<file path="config.mk">
export PLATFORM = sky130hd
export DESIGN_NAME = m65c02_au_wb_flat
export DESIGN_NICKNAME = d
export VERILOG_FILES = /design/src/rtl/m65c02_pkg.sv /design/src/rtl/m65c02_au_wb_if.sv /design/src/rtl/m65c02_psw.sv /design/src/rtl/m65c02_au_wb.sv /design/src/flat_wrapper.sv
export SDC_FILE = /design/constraint.sdc
export NUM_CORES = 1
export LEC_CHECK = 0
export CAP_MARGIN = 20
export CORE_UTILIZATION = 41
export CTS_CLUSTER_SIZE = 16
export DETAILED_ROUTE_END_ITERATION = 10
export PLACE_DENSITY = 0.78
export SYNTH_ARGS = -nofsm -noshare
export SYNTH_HDL_FRONTEND = slang
export SYNTH_SLANG_ARGS = --single-unit
</file>
<file path="constraint.sdc">
create_clock -name Clk -period 1 [get_ports Clk]
set_input_delay 0.15 -clock Clk [delete_from_list [all_inputs] [get_ports Clk]]
set_output_delay 0.15 -clock Clk [all_outputs]
set_load 0.02 [all_outputs]
</file>
<file path="src/rtl/m65c02_pkg.sv">
// m65c02_pkg
// Shared encodings for the M65C02 adder writeback stage:
//   wsel_e  - destination register select (WSel)
//   cc_op_e - explicit flag operations (CC_Op)
//   P_*     - processor status bit positions
//   P_RST   - status register value at reset (I=1, B=1, bit5=1, D=0)
package m65c02_pkg;

    typedef enum logic [1:0] {
        WSEL_NONE = 2'd0,
        WSEL_A    = 2'd1,
        WSEL_X    = 2'd2,
        WSEL_Y    = 2'd3
    } wsel_e;

    typedef enum logic [2:0] {
        CC_NONE = 3'd0,
        CC_CLC  = 3'd1,
        CC_SEC  = 3'd2,
        CC_CLD  = 3'd3,
        CC_SED  = 3'd4,
        CC_CLI  = 3'd5,
        CC_SEI  = 3'd6,
        CC_CLV  = 3'd7
    } cc_op_e;

    localparam int unsigned P_N = 7;
    localparam int unsigned P_V = 6;
    localparam int unsigned P_U = 5;
    localparam int unsigned P_B = 4;
    localparam int unsigned P_D = 3;
    localparam int unsigned P_I = 2;
    localparam int unsigned P_Z = 1;
    localparam int unsigned P_C = 0;

    localparam logic [7:0] P_RST = 8'h34;

endpackage

</file>
<file path="src/rtl/m65c02_au_wb_if.sv">
// m65c02_au_wb_if
// Bus between the adder/sequencer side (master) and the writeback stage (slave).
//   Rdy, Val, Sum[8:0], OV, WSel[1:0], FMsk[3:0], CC_Op[2:0], Ld_P, DI[7:0] : master -> slave
//   A, X, Y, P [7:0], CC, DM, Val_WB, Err                                  : slave -> master
interface m65c02_au_wb_if;
    logic       Rdy;
    logic       Val;
    logic [8:0] Sum;
    logic       OV;
    logic [1:0] WSel;
    logic [3:0] FMsk;
    logic [2:0] CC_Op;
    logic       Ld_P;
    logic [7:0] DI;
    logic [7:0] A;
    logic [7:0] X;
    logic [7:0] Y;
    logic [7:0] P;
    logic       CC;
    logic       DM;
    logic       Val_WB;
    logic       Err;

    modport master (
        output Rdy, Val, Sum, OV, WSel, FMsk, CC_Op, Ld_P, DI,
        input  A, X, Y, P, CC, DM, Val_WB, Err
    );

    modport slave (
        input  Rdy, Val, Sum, OV, WSel, FMsk, CC_Op, Ld_P, DI,
        output A, X, Y, P, CC, DM, Val_WB, Err
    );
endinterface

</file>
<file path="src/rtl/m65c02_psw.sv">
// m65c02_psw
// Processor status register P with its update priority, plus the sticky
// protocol error flag.
//   i_clk, i_rst (async, active-high)
//   i_rdy, i_val, i_sum[8:0], i_ov, i_wsel[1:0], i_fmsk[3:0], i_cc_op[2:0],
//   i_ld_p, i_di[7:0]
//   o_p[7:0] status {N,V,1,B,D,I,Z,C}, o_err sticky error
// Priority within one enabled cycle: Ld_P > CC_Op > FMsk adder update.
module m65c02_psw #(
    parameter logic [7:0] P_RST = m65c02_pkg::P_RST
) (
    input  logic       i_clk,
    input  logic       i_rst,
    input  logic       i_rdy,
    input  logic       i_val,
    input  logic [8:0] i_sum,
    input  logic       i_ov,
    input  logic [1:0] i_wsel,
    input  logic [3:0] i_fmsk,
    input  logic [2:0] i_cc_op,
    input  logic       i_ld_p,
    input  logic [7:0] i_di,
    output logic [7:0] o_p,
    output logic       o_err
);
    import m65c02_pkg::*;

    logic [7:0] r_p;
    logic [7:0] w_p_nxt;
    logic       r_err;
    logic       w_err_set;
    logic [3:0] w_cand;

    always_comb begin
        w_cand  = {i_sum[7], i_ov, (i_sum[7:0] == 8'h00), i_sum[8]};
        w_p_nxt = r_p;
        if (i_rdy) begin
            if (i_ld_p) begin
                w_p_nxt = i_di;
            end else begin
                if (i_val) begin
                    if (i_fmsk[3]) w_p_nxt[P_N] = w_cand[3];
                    if (i_fmsk[2]) w_p_nxt[P_V] = w_cand[2];
                    if (i_fmsk[1]) w_p_nxt[P_Z] = w_cand[1];
                    if (i_fmsk[0]) w_p_nxt[P_C] = w_cand[0];
                end
                // Applied after the adder update so it wins on a shared bit.
                case (cc_op_e'(i_cc_op))
                    CC_NONE: ;
                    CC_CLC:  w_p_nxt[P_C] = 1'b0;
                    CC_SEC:  w_p_nxt[P_C] = 1'b1;
                    CC_CLD:  w_p_nxt[P_D] = 1'b0;
                    CC_SED:  w_p_nxt[P_D] = 1'b1;
                    CC_CLI:  w_p_nxt[P_I] = 1'b0;
                    CC_SEI:  w_p_nxt[P_I] = 1'b1;
                    CC_CLV:  w_p_nxt[P_V] = 1'b0;
                endcase
            end
        end
        w_p_nxt[P_U] = 1'b1;
        w_p_nxt[P_B] = 1'b1;
    end

    assign w_err_set = i_rdy & ~i_val &
                       ((wsel_e'(i_wsel) != WSEL_NONE) | (i_fmsk != 4'h0));

    always_ff @(posedge i_clk or posedge i_rst) begin
        if (i_rst) begin
            r_p   <= P_RST;
            r_err <= 1'b0;
        end else begin
            r_p <= w_p_nxt;
            if (w_err_set) r_err <= 1'b1;
        end
    end

    assign o_p   = r_p;
    assign o_err = r_err;

endmodule

</file>
<file path="src/rtl/m65c02_au_wb.sv">
// m65c02_au_wb
// Writeback/status stage after the M65C02 binary/decimal adder. Captures the
// adder result on Rdy & Val, writes it to A/X/Y, and maintains P.
//   Clk, Rst_Add (async, active-high)
//   bus : m65c02_au_wb_if.slave (adder inputs in; A/X/Y/P/CC/DM/Val_WB/Err out)
// CC and DM are taken straight from the P register to feed the adder.
module m65c02_au_wb #(
    parameter logic [7:0] P_RST = m65c02_pkg::P_RST
) (
    input  logic            Clk,
    input  logic            Rst_Add,
    m65c02_au_wb_if.slave   bus
);
    import m65c02_pkg::*;

    logic [7:0] r_a;
    logic [7:0] r_x;
    logic [7:0] r_y;
    logic       r_val_wb;
    logic       w_cap;
    logic [7:0] w_p;
    logic       w_err;

    assign w_cap = bus.Rdy & bus.Val;

    always_ff @(posedge Clk or posedge Rst_Add) begin
        if (Rst_Add) begin
            r_a      <= '0;
            r_x      <= '0;
            r_y      <= '0;
            r_val_wb <= 1'b0;
        end else begin
            r_val_wb <= w_cap;
            if (w_cap) begin
                case (wsel_e'(bus.WSel))
                    WSEL_NONE: ;
                    WSEL_A:    r_a <= bus.Sum[7:0];
                    WSEL_X:    r_x <= bus.Sum[7:0];
                    WSEL_Y:    r_y <= bus.Sum[7:0];
                endcase
            end
        end
    end

    m65c02_psw #(
        .P_RST (P_RST)
    ) u_psw (
        .i_clk   (Clk),
        .i_rst   (Rst_Add),
        .i_rdy   (bus.Rdy),
        .i_val   (bus.Val),
        .i_sum   (bus.Sum),
        .i_ov    (bus.OV),
        .i_wsel  (bus.WSel),
        .i_fmsk  (bus.FMsk),
        .i_cc_op (bus.CC_Op),
        .i_ld_p  (bus.Ld_P),
        .i_di    (bus.DI),
        .o_p     (w_p),
        .o_err   (w_err)
    );

    assign bus.A      = r_a;
    assign bus.X      = r_x;
    assign bus.Y      = r_y;
    assign bus.P      = w_p;
    assign bus.CC     = w_p[P_C];
    assign bus.DM     = w_p[P_D];
    assign bus.Val_WB = r_val_wb;
    assign bus.Err    = w_err;

endmodule

</file>
<file path="src/flat_wrapper.sv">
// flat-port wrapper written by rule: the top's interface ports become plain ports
module m65c02_au_wb_flat import m65c02_pkg::*;
#(
    parameter logic [7:0] P_RST = m65c02_pkg::P_RST
)
  (Clk, Rst_Add, bus_Rdy, bus_Val, bus_Sum, bus_OV, bus_WSel, bus_FMsk, bus_CC_Op, bus_Ld_P, bus_DI, bus_A, bus_X, bus_Y, bus_P, bus_CC, bus_DM, bus_Val_WB, bus_Err);
  m65c02_au_wb_if bus_i ();
  input  logic Clk;
  input  logic Rst_Add;
  input wire logic [$bits(bus_i.Rdy)-1:0] bus_Rdy;
  input wire logic [$bits(bus_i.Val)-1:0] bus_Val;
  input wire logic [$bits(bus_i.Sum)-1:0] bus_Sum;
  input wire logic [$bits(bus_i.OV)-1:0] bus_OV;
  input wire logic [$bits(bus_i.WSel)-1:0] bus_WSel;
  input wire logic [$bits(bus_i.FMsk)-1:0] bus_FMsk;
  input wire logic [$bits(bus_i.CC_Op)-1:0] bus_CC_Op;
  input wire logic [$bits(bus_i.Ld_P)-1:0] bus_Ld_P;
  input wire logic [$bits(bus_i.DI)-1:0] bus_DI;
  output wire logic [$bits(bus_i.A)-1:0] bus_A;
  output wire logic [$bits(bus_i.X)-1:0] bus_X;
  output wire logic [$bits(bus_i.Y)-1:0] bus_Y;
  output wire logic [$bits(bus_i.P)-1:0] bus_P;
  output wire logic [$bits(bus_i.CC)-1:0] bus_CC;
  output wire logic [$bits(bus_i.DM)-1:0] bus_DM;
  output wire logic [$bits(bus_i.Val_WB)-1:0] bus_Val_WB;
  output wire logic [$bits(bus_i.Err)-1:0] bus_Err;
  assign bus_i.Rdy = bus_Rdy;
  assign bus_i.Val = bus_Val;
  assign bus_i.Sum = bus_Sum;
  assign bus_i.OV = bus_OV;
  assign bus_i.WSel = bus_WSel;
  assign bus_i.FMsk = bus_FMsk;
  assign bus_i.CC_Op = bus_CC_Op;
  assign bus_i.Ld_P = bus_Ld_P;
  assign bus_i.DI = bus_DI;
  assign bus_A = bus_i.A;
  assign bus_X = bus_i.X;
  assign bus_Y = bus_i.Y;
  assign bus_P = bus_i.P;
  assign bus_CC = bus_i.CC;
  assign bus_DM = bus_i.DM;
  assign bus_Val_WB = bus_i.Val_WB;
  assign bus_Err = bus_i.Err;
  m65c02_au_wb #(.P_RST(P_RST)) u_core (.Clk(Clk), .Rst_Add(Rst_Add), .bus(bus_i));
endmodule
</file>
==> results_dict.tcl <==
set metrics [dict create \
    drcViolationCount 0 \
    syn-cell-area_sq_um 1480 \
    routedWlPerCell_microns 15.4 \
    power.leakage_nw 1.17 \
    crit_path_max_incr_delay_ps 560 \
    antenna_found_initial 0 \
    period_share_pct 115 \
    drive_gt1_share_pct 50.5 \
    r2r_start "u_core.u_psw.o_p[7]$_DFFE_PP0P_" \
    yosys_register_bits 32 \
    run_status "complete, but fails checks" \
    first_global_vias 1311 \
    detail_route.vias_per_cell 5.09 \
    starting_density_of_the_core_pct 43.6 \
    dp_slack_ps -655 \
    reg2reg_depth 4 \
    coreArea_sq_um 3390 \
    design.final.nets 243 \
    clock_power_share_pct 22.6 \
    worstSetupStartpoint "u_core.u_psw.o_p[2]$_DFFE_PP1P_" \
    cap_viol_max_count 0 \
    cpMaxStageDelayCell "sky130_fd_sc_hd__dfstp_2" \
    final_critical_path_setup_slack_ps -150 \
    ir_drop_mv 1.52 \
    pwrdens_nw_per_um2 1740 \
    p_switching_mw 1.37 \
    grt_start_max_net_pins 24 \
    gpl.final_weighted_congestion 0.741 \
    critical_path.endpoint_type "output pin" \
    worst-path-stages 1 \
    placed_cells_incl_taps 245 \
    slew_viol_final 0 \
    port-buffer-count 63 \
    routed_wirelength_microns 3960 \
    dp_hpwl_microns 2880 \
    final_cells 258 \
    cts_tree "done" \
    timing.fmax_mhz 869 \
    die_outline_width_microns 62.1 \
    asyncSetResetFlopFracSynth_pct 100 \
    worst_r2r_endpoint "u_core.u_psw.o_p[7]$_DFFE_PP0P_" \
    cp.buffers_inverters 1 \
    chipHeight_microns 62.1 \
    n_antenna_cell 0 \
    cts_num_sinks 32 \
    final.fill_count 227 \
    synth-edff-count 0 \
    detail_route.first_pass.iterations 4 \
    worst-path-max-fanout 2 \
    combPwrFrac_pct 37.2 \
    synthTopCellsByCount "31 x sky130_fd_sc_hd__dfrtp_1, 24 x sky130_fd_sc_hd__mux2_2, 7 x sky130_fd_sc_hd__a21oi_1, 7 x sky130_fd_sc_hd__nand2_1" \
    internal_power_mw 2.99 \
    largest_cells_by_area_after_synthesis "sky130_fd_sc_hd__dfrtp_1 52%, sky130_fd_sc_hd__mux2_2 18%, sky130_fd_sc_hd__nand3b_4 2.7%, sky130_fd_sc_hd__buf_4 2.5%, sky130_fd_sc_hd__a21oi_1 2.4%" \
    timing.clock.skew_ps 0 \
    critical-path-top-delay-family "flip-flops" \
    timing.final.hold_violations 0 \
    synth.yosys.seq_area_share_pct 54.2 \
    timing.critical_path.required_ps 850 \
    worst-setup-path-type "flop to output pin" \
    synth_ff_type "sky130_fd_sc_hd__dfrtp_1" \
    crit_arrival_ps 1000 \
    timing.critical_path.cells "buf_6" \
    route.vias.total 1313 \
    timing.critical_path.from_type "flop" \
    number_of_setup_violations_in_the_final_report 34 \
    syn-mean-instance-area_sq_um 12.4 \
    die-area_sq_um 3850 \
    global_route.overflow_total 0 \
    cts.reportedPaths.clkPinSlew_ps 110 \
    netSwitchingFraction_pct 31.4 \
    worst_skew_pair.late_latency_ps 330 \
    hold_path_class "primary input to flop" \
    post-synth-top-count-cell "sky130_fd_sc_hd__dfrtp_1" \
    synth_cells 119 \
    grt_first_pass_wirelength_microns 6140 \
    finalSetupTns_ps -1350 \
    seq_power_share_pct 40.2 \
    synthDominantCellAreaShare_pct 52.5 \
    final_critical_period_ps 1150 \
    first_iter_violations 70 \
    fp-row-count 21 \
    synth_area_leader_cell "sky130_fd_sc_hd__dfrtp_1" \
    worst_setup_path_endpoint "bus_P[2]" \
    violated_checks "negative setup slack" \
    worst-r2r-setup-slack_ps 10 \
    ys.warnings.count 0 \
    rsz_0062_raised_after_global_routing "true" \
    clock_tree.htree_level_count 2 \
    area.growth.synth_to_final_pct 69.7 \
    clock_tree.buffer_depth 2 \
    root_driver "sky130_fd_sc_hd__clkbuf_4" \
    io_pins 68 \
    gr-usage-all-layers_pct 22.7 \
    ant_nets 0 \
    synth.lib_cells_used.distinct 36 \
    cts_hold_buf 0 \
    cts_inserted_buffers 5 \
]
## flip-flops by register name, summed over array words and instances, names as in the netlist
name	flops
u_core.u_psw.o_err	1
u_core.u_psw.o_p	6
u_core.bus.Y	8
u_core.bus.A	8
u_core.bus.Val_WB	1
u_core.bus.X	8
## placed cells by master (no fill, tap or decap), types with 2 or more instances in the layout
cell type,instances
sky130_fd_sc_hd__buf_4,24
sky130_fd_sc_hd__nand3b_4,2
sky130_fd_sc_hd__mux2_2,23
sky130_fd_sc_hd__dlygate4sd2_1,7
sky130_fd_sc_hd__clkdlybuf4s15_1,3
sky130_fd_sc_hd__dfrtp_1,31
sky130_fd_sc_hd__nand2_1,7
sky130_fd_sc_hd__nor2_1,5
sky130_fd_sc_hd__inv_1,4
sky130_fd_sc_hd__nand2b_1,2
sky130_fd_sc_hd__clkbuf_4,5
sky130_fd_sc_hd__a21oi_1,7
sky130_fd_sc_hd__clkdlybuf4s50_1,18
sky130_fd_sc_hd__buf_6,37
sky130_fd_sc_hd__o21ai_0,4
sky130_fd_sc_hd__conb_1,2
## worst min path at each step
stage,startpoint,end,slack (ps),cells past startpoint
finish,bus_Sum[5],u_core.bus.Y[5]$_DFFE_PP0P_,90,2
global placement,u_core.bus.A[7]$_DFFE_PP0P_,u_core.bus.A[7]$_DFFE_PP0P_,490,1
detailed placement,u_core.bus.A[6]$_DFFE_PP0P_,u_core.bus.A[6]$_DFFE_PP0P_,490,1
global route,bus_Sum[5],u_core.bus.X[5]$_DFFE_PP0P_,80,2
floorplan,Rst_Add,u_core.bus.A[0]$_DFFE_PP0P_,270,1
CTS,bus_Sum[5],u_core.bus.Y[5]$_DFFE_PP0P_,80,2
## cells by family after synthesis
logic type / after synthesis / share of synthesized area [%]
AO/OA/AOI/OAI: 23 / 10.2
XOR/XNOR: 1 / 0.592
buffers and inverters: 11 / 4.14
flip-flops: 32 / 54.2
multiplexers: 24 / 18.3
other: 1 / 0.254
AND/OR/NAND/NOR: 27 / 12.4
## power groups by stage
stage / clock (mW) / combinational [mW] / sequential, mW
finish: 0.984 / 1.62 / 1.75
global route: 1.08 / 1.73 / 1.78
CTS: 1.02 / 1.60 / 1.75
detailed placement: 0 / 1.52 / 1.72
global placement: 0 / 1.49 / 1.71
floorplan: 0 / 0.371 / 2.02
## per-stage QoR
stage	utilization (%)	instance area, sq um	hold WS, ps	power [mW]
after floorplan	-	1490	265	2.39
after global placement	68.1	2310	491	3.19
after detailed placement	68.1	2310	494	3.24
after CTS	72.8	2470	79.5	4.38
after global routing	74.0	2510	81.5	4.60
final	74.0	2510	87.9	4.36
## layout make-up
cell class                      count  area (sq um)  area share [%]
Clock buffer                        5          37.5            1.50
Timing Repair Buffer               91           893            35.6
Sequential cell                    32           802            32.0
Inverter                            4          15.0           0.598
Tap cell                           46          57.6            2.29
Clock inverter                      3          42.5            1.69
Multi-Input combinational cell     77           662            26.4
## timing repair
item	4_1_cts	5_1_grt
setup buffers	2	3
pin swaps	8	4
gates resized for setup	229	5
setup endpoints to repair	64	36
## per-layer routing
metal	up-vias	GRT usage (%)	routed length [microns]
met4	0	7.94	40
li1	610	-	-
met1	637	26.2	1660
met3	5	8.49	315
met5	-	0	0
met2	61	38.6	1940
No activity file was read; power rests on OpenSTA's default activity.
==> RTL change (config.mk and constraints unchanged) <==
Make the reset (`Rst_Add` and `i_rst`) synchronous in 2 clocked blocks. Comments in the files are not updated.
--- a/src/rtl/m65c02_psw.sv
+++ b/src/rtl/m65c02_psw.sv
@@ -65,5 +65,5 @@
                        ((wsel_e'(i_wsel) != WSEL_NONE) | (i_fmsk != 4'h0));
 
-    always_ff @(posedge i_clk or posedge i_rst) begin
+    always_ff @(posedge i_clk) begin
         if (i_rst) begin
             r_p   <= P_RST;
--- a/src/rtl/m65c02_au_wb.sv
+++ b/src/rtl/m65c02_au_wb.sv
@@ -24,5 +24,5 @@
     assign w_cap = bus.Rdy & bus.Val;
 
-    always_ff @(posedge Clk or posedge Rst_Add) begin
+    always_ff @(posedge Clk) begin
         if (Rst_Add) begin
             r_a      <= '0;
Formal check against the unedited RTL: differs if Rst_Add is asserted again (counterexample within 4 cycles, from zero or initial values and one cycle with Rst_Add high); with Rst_Add held inactive, the same outputs for 10 cycles.
==> RTL change against the unedited design <==
Area after synthesis fell by 7.1%; final cell count rose by 22%; setup slack improved by 0.17 ns; global-route usage rose by 1.6 points; critical endpoint is now bus_X[1]; final area fell by 7.2%; routed wire length rose by 4.5%; sequential cell count did not move.
Power is not compared: it rests on default switching activity, and its combinational part moved more than twofold at a synthesized area within 25%.
==> RTL change: results (changes against the unedited design) <==
metric	value	unit	change
status	finished clean		
synth_common_cells	nand2_1 (51), dfxtp_1 (32), a21oi_1 (30), nor2_1 (8), buf_4 (5)		
clkLatencyLatePin	0.34	ns	
antenna_found_initial	0		unchanged
slowest_stage	dfxtp_2		
htree_levels	2		unchanged
worstPathMaxFanout	2		unchanged
finalClockSkew	0	ns	unchanged
antennaDiodeCount	0		unchanged
grt_pass1_wl	6350	um	+3.4%
yosys_warnings	0		unchanged
drive_above_1_share	41.5	%	-9.0 points
drt_iter0_markers	57		-19%
cp.arrival	0.83	ns	-0.17 ns
p_leak	0.00100	uW	
numPortBuffers	63		unchanged
cts_buffer_depth	2		unchanged
cpPeakStageDelay	0.34	ns	-0.22 ns
nets	301		+24%
cts_buffers	5		unchanged
grt_usage	24.3	%	+1.6 points
hpwl	3000	um	+4.3%
r2r_slack	0.21	ns	+0.20 ns
path_clk_slew	0.11	ns	about the same
yosys.cell_types.count	35		-2.8%
yosysSeqAreaShare	46.6	%	-7.6 points
place_congestion	0.813		+9.8%
cts_root_buf	clkbuf_4		
finalHoldViolations	0		unchanged
hold_slack	0.347	ns	+0.259 ns
fmax	1020	MHz	+18%
place_ws	-0.586	ns	+0.0683 ns
grt_max_degree	17		-29%
routed-via-count	1572		+20%
postPlaceCellArea	2260	um^2	-2.0%
overflow	0		unchanged
num-fill-cells	255		+12%
max-vdd-ir-drop	1.11	mV	
dr.pass1.iters	4		unchanged
grt_pass1_vias	1407		+7.3%
path_delay_family	flip-flops		
synth-main-ff-cell	dfxtp_1		
synth_area_leaders	dfxtp_1 (47%), nand2_1 (14%), a21oi_1 (11%), buf_4 (2.7%), a311oi_1 (2.6%)		
wl	4140	um	+4.5%
hp-class	input pin to flop		
postSynth.asyncResetShare	0	%	-100 points
==> RTL change: changes by cell type in the layout (fill, tap and decap cells not counted), moves of 3 or more <==
cell     before  now
nor2_1        5    8
mux2_2       23    0
nand2_1       7   51
dfrtp_1      31    0
buf_6        37    5
a21oi_1       7   30
buf_4        24   63
dfxtp_1       0   10
dfxtp_2       0   22
==> RTL change: per-layer routing <==
layer / vias to the layer above / wire length, um / track usage, %
met5: - / 0 / 0
met4: 0 / 85 / 8.97
met3: 12 / 230 / 4.98
met2: 61 / 2040 / 40.2
met1: 719 / 1790 / 31.2
li1: 780 / - / -
==> RTL change: timing repair <==
item	in CTS	in global routing
setup buffers	1	0
endpoints found under the setup margin	65	34
hold buffers	0	0
resized for setup	168	48
pin swaps	5	2
==> RTL change: power by group <==
part	switching [uW]	internal [uW]
Clock	471	521
Combinational	284	297
Sequential	22.4	1320
==> RTL change: path summary, 6_finish.rpt <==
kind,startpoint,end,depth (start not counted)
setup / recovery,u_core.bus.X[1],bus_X[1],1
hold / removal,bus_Sum[1],u_core.bus.X[1],4
setup reg to reg,u_core.u_psw.o_p[0],u_core.u_psw.o_p[0],3
hold reg to reg,u_core.bus.Y[2],u_core.bus.Y[2],2
==> RTL change: cell type report <==
type                            instances  share of cell area [%]
Tap cell                               44                    2.36
Multi-Input combinational cell        128                    29.8
Inverter                                3                   0.484
Clock inverter                          3                    1.83
Timing Repair Buffer                   99                    35.2
Sequential cell                        32                    28.7
Clock buffer                            5                    1.61
==> RTL change: stage by stage <==
step,utilization (%),instances,total power [uW]
global route,74.4,314,3010
floorplan,-,175,1600
detailed placement,72.4,305,1960
finish,74.4,314,2920
global placement,72.4,305,1950
CTS,71.2,314,2880
==> RTL change: logic make-up after synthesis <==
| logic type | count (synthesis) | share of synthesized area, % |
|---|---|---|
| and+or+nand+nor | 77 | 25.0 |
| muxes | 2 | 1.46 |
| DFF | 32 | 46.6 |
| AOI/OAI and AO/OA | 46 | 20.3 |
| xor gates and xnor gates | 1 | 0.638 |
| other | 1 | 0.273 |
| buffers and inverters | 15 | 5.74 |
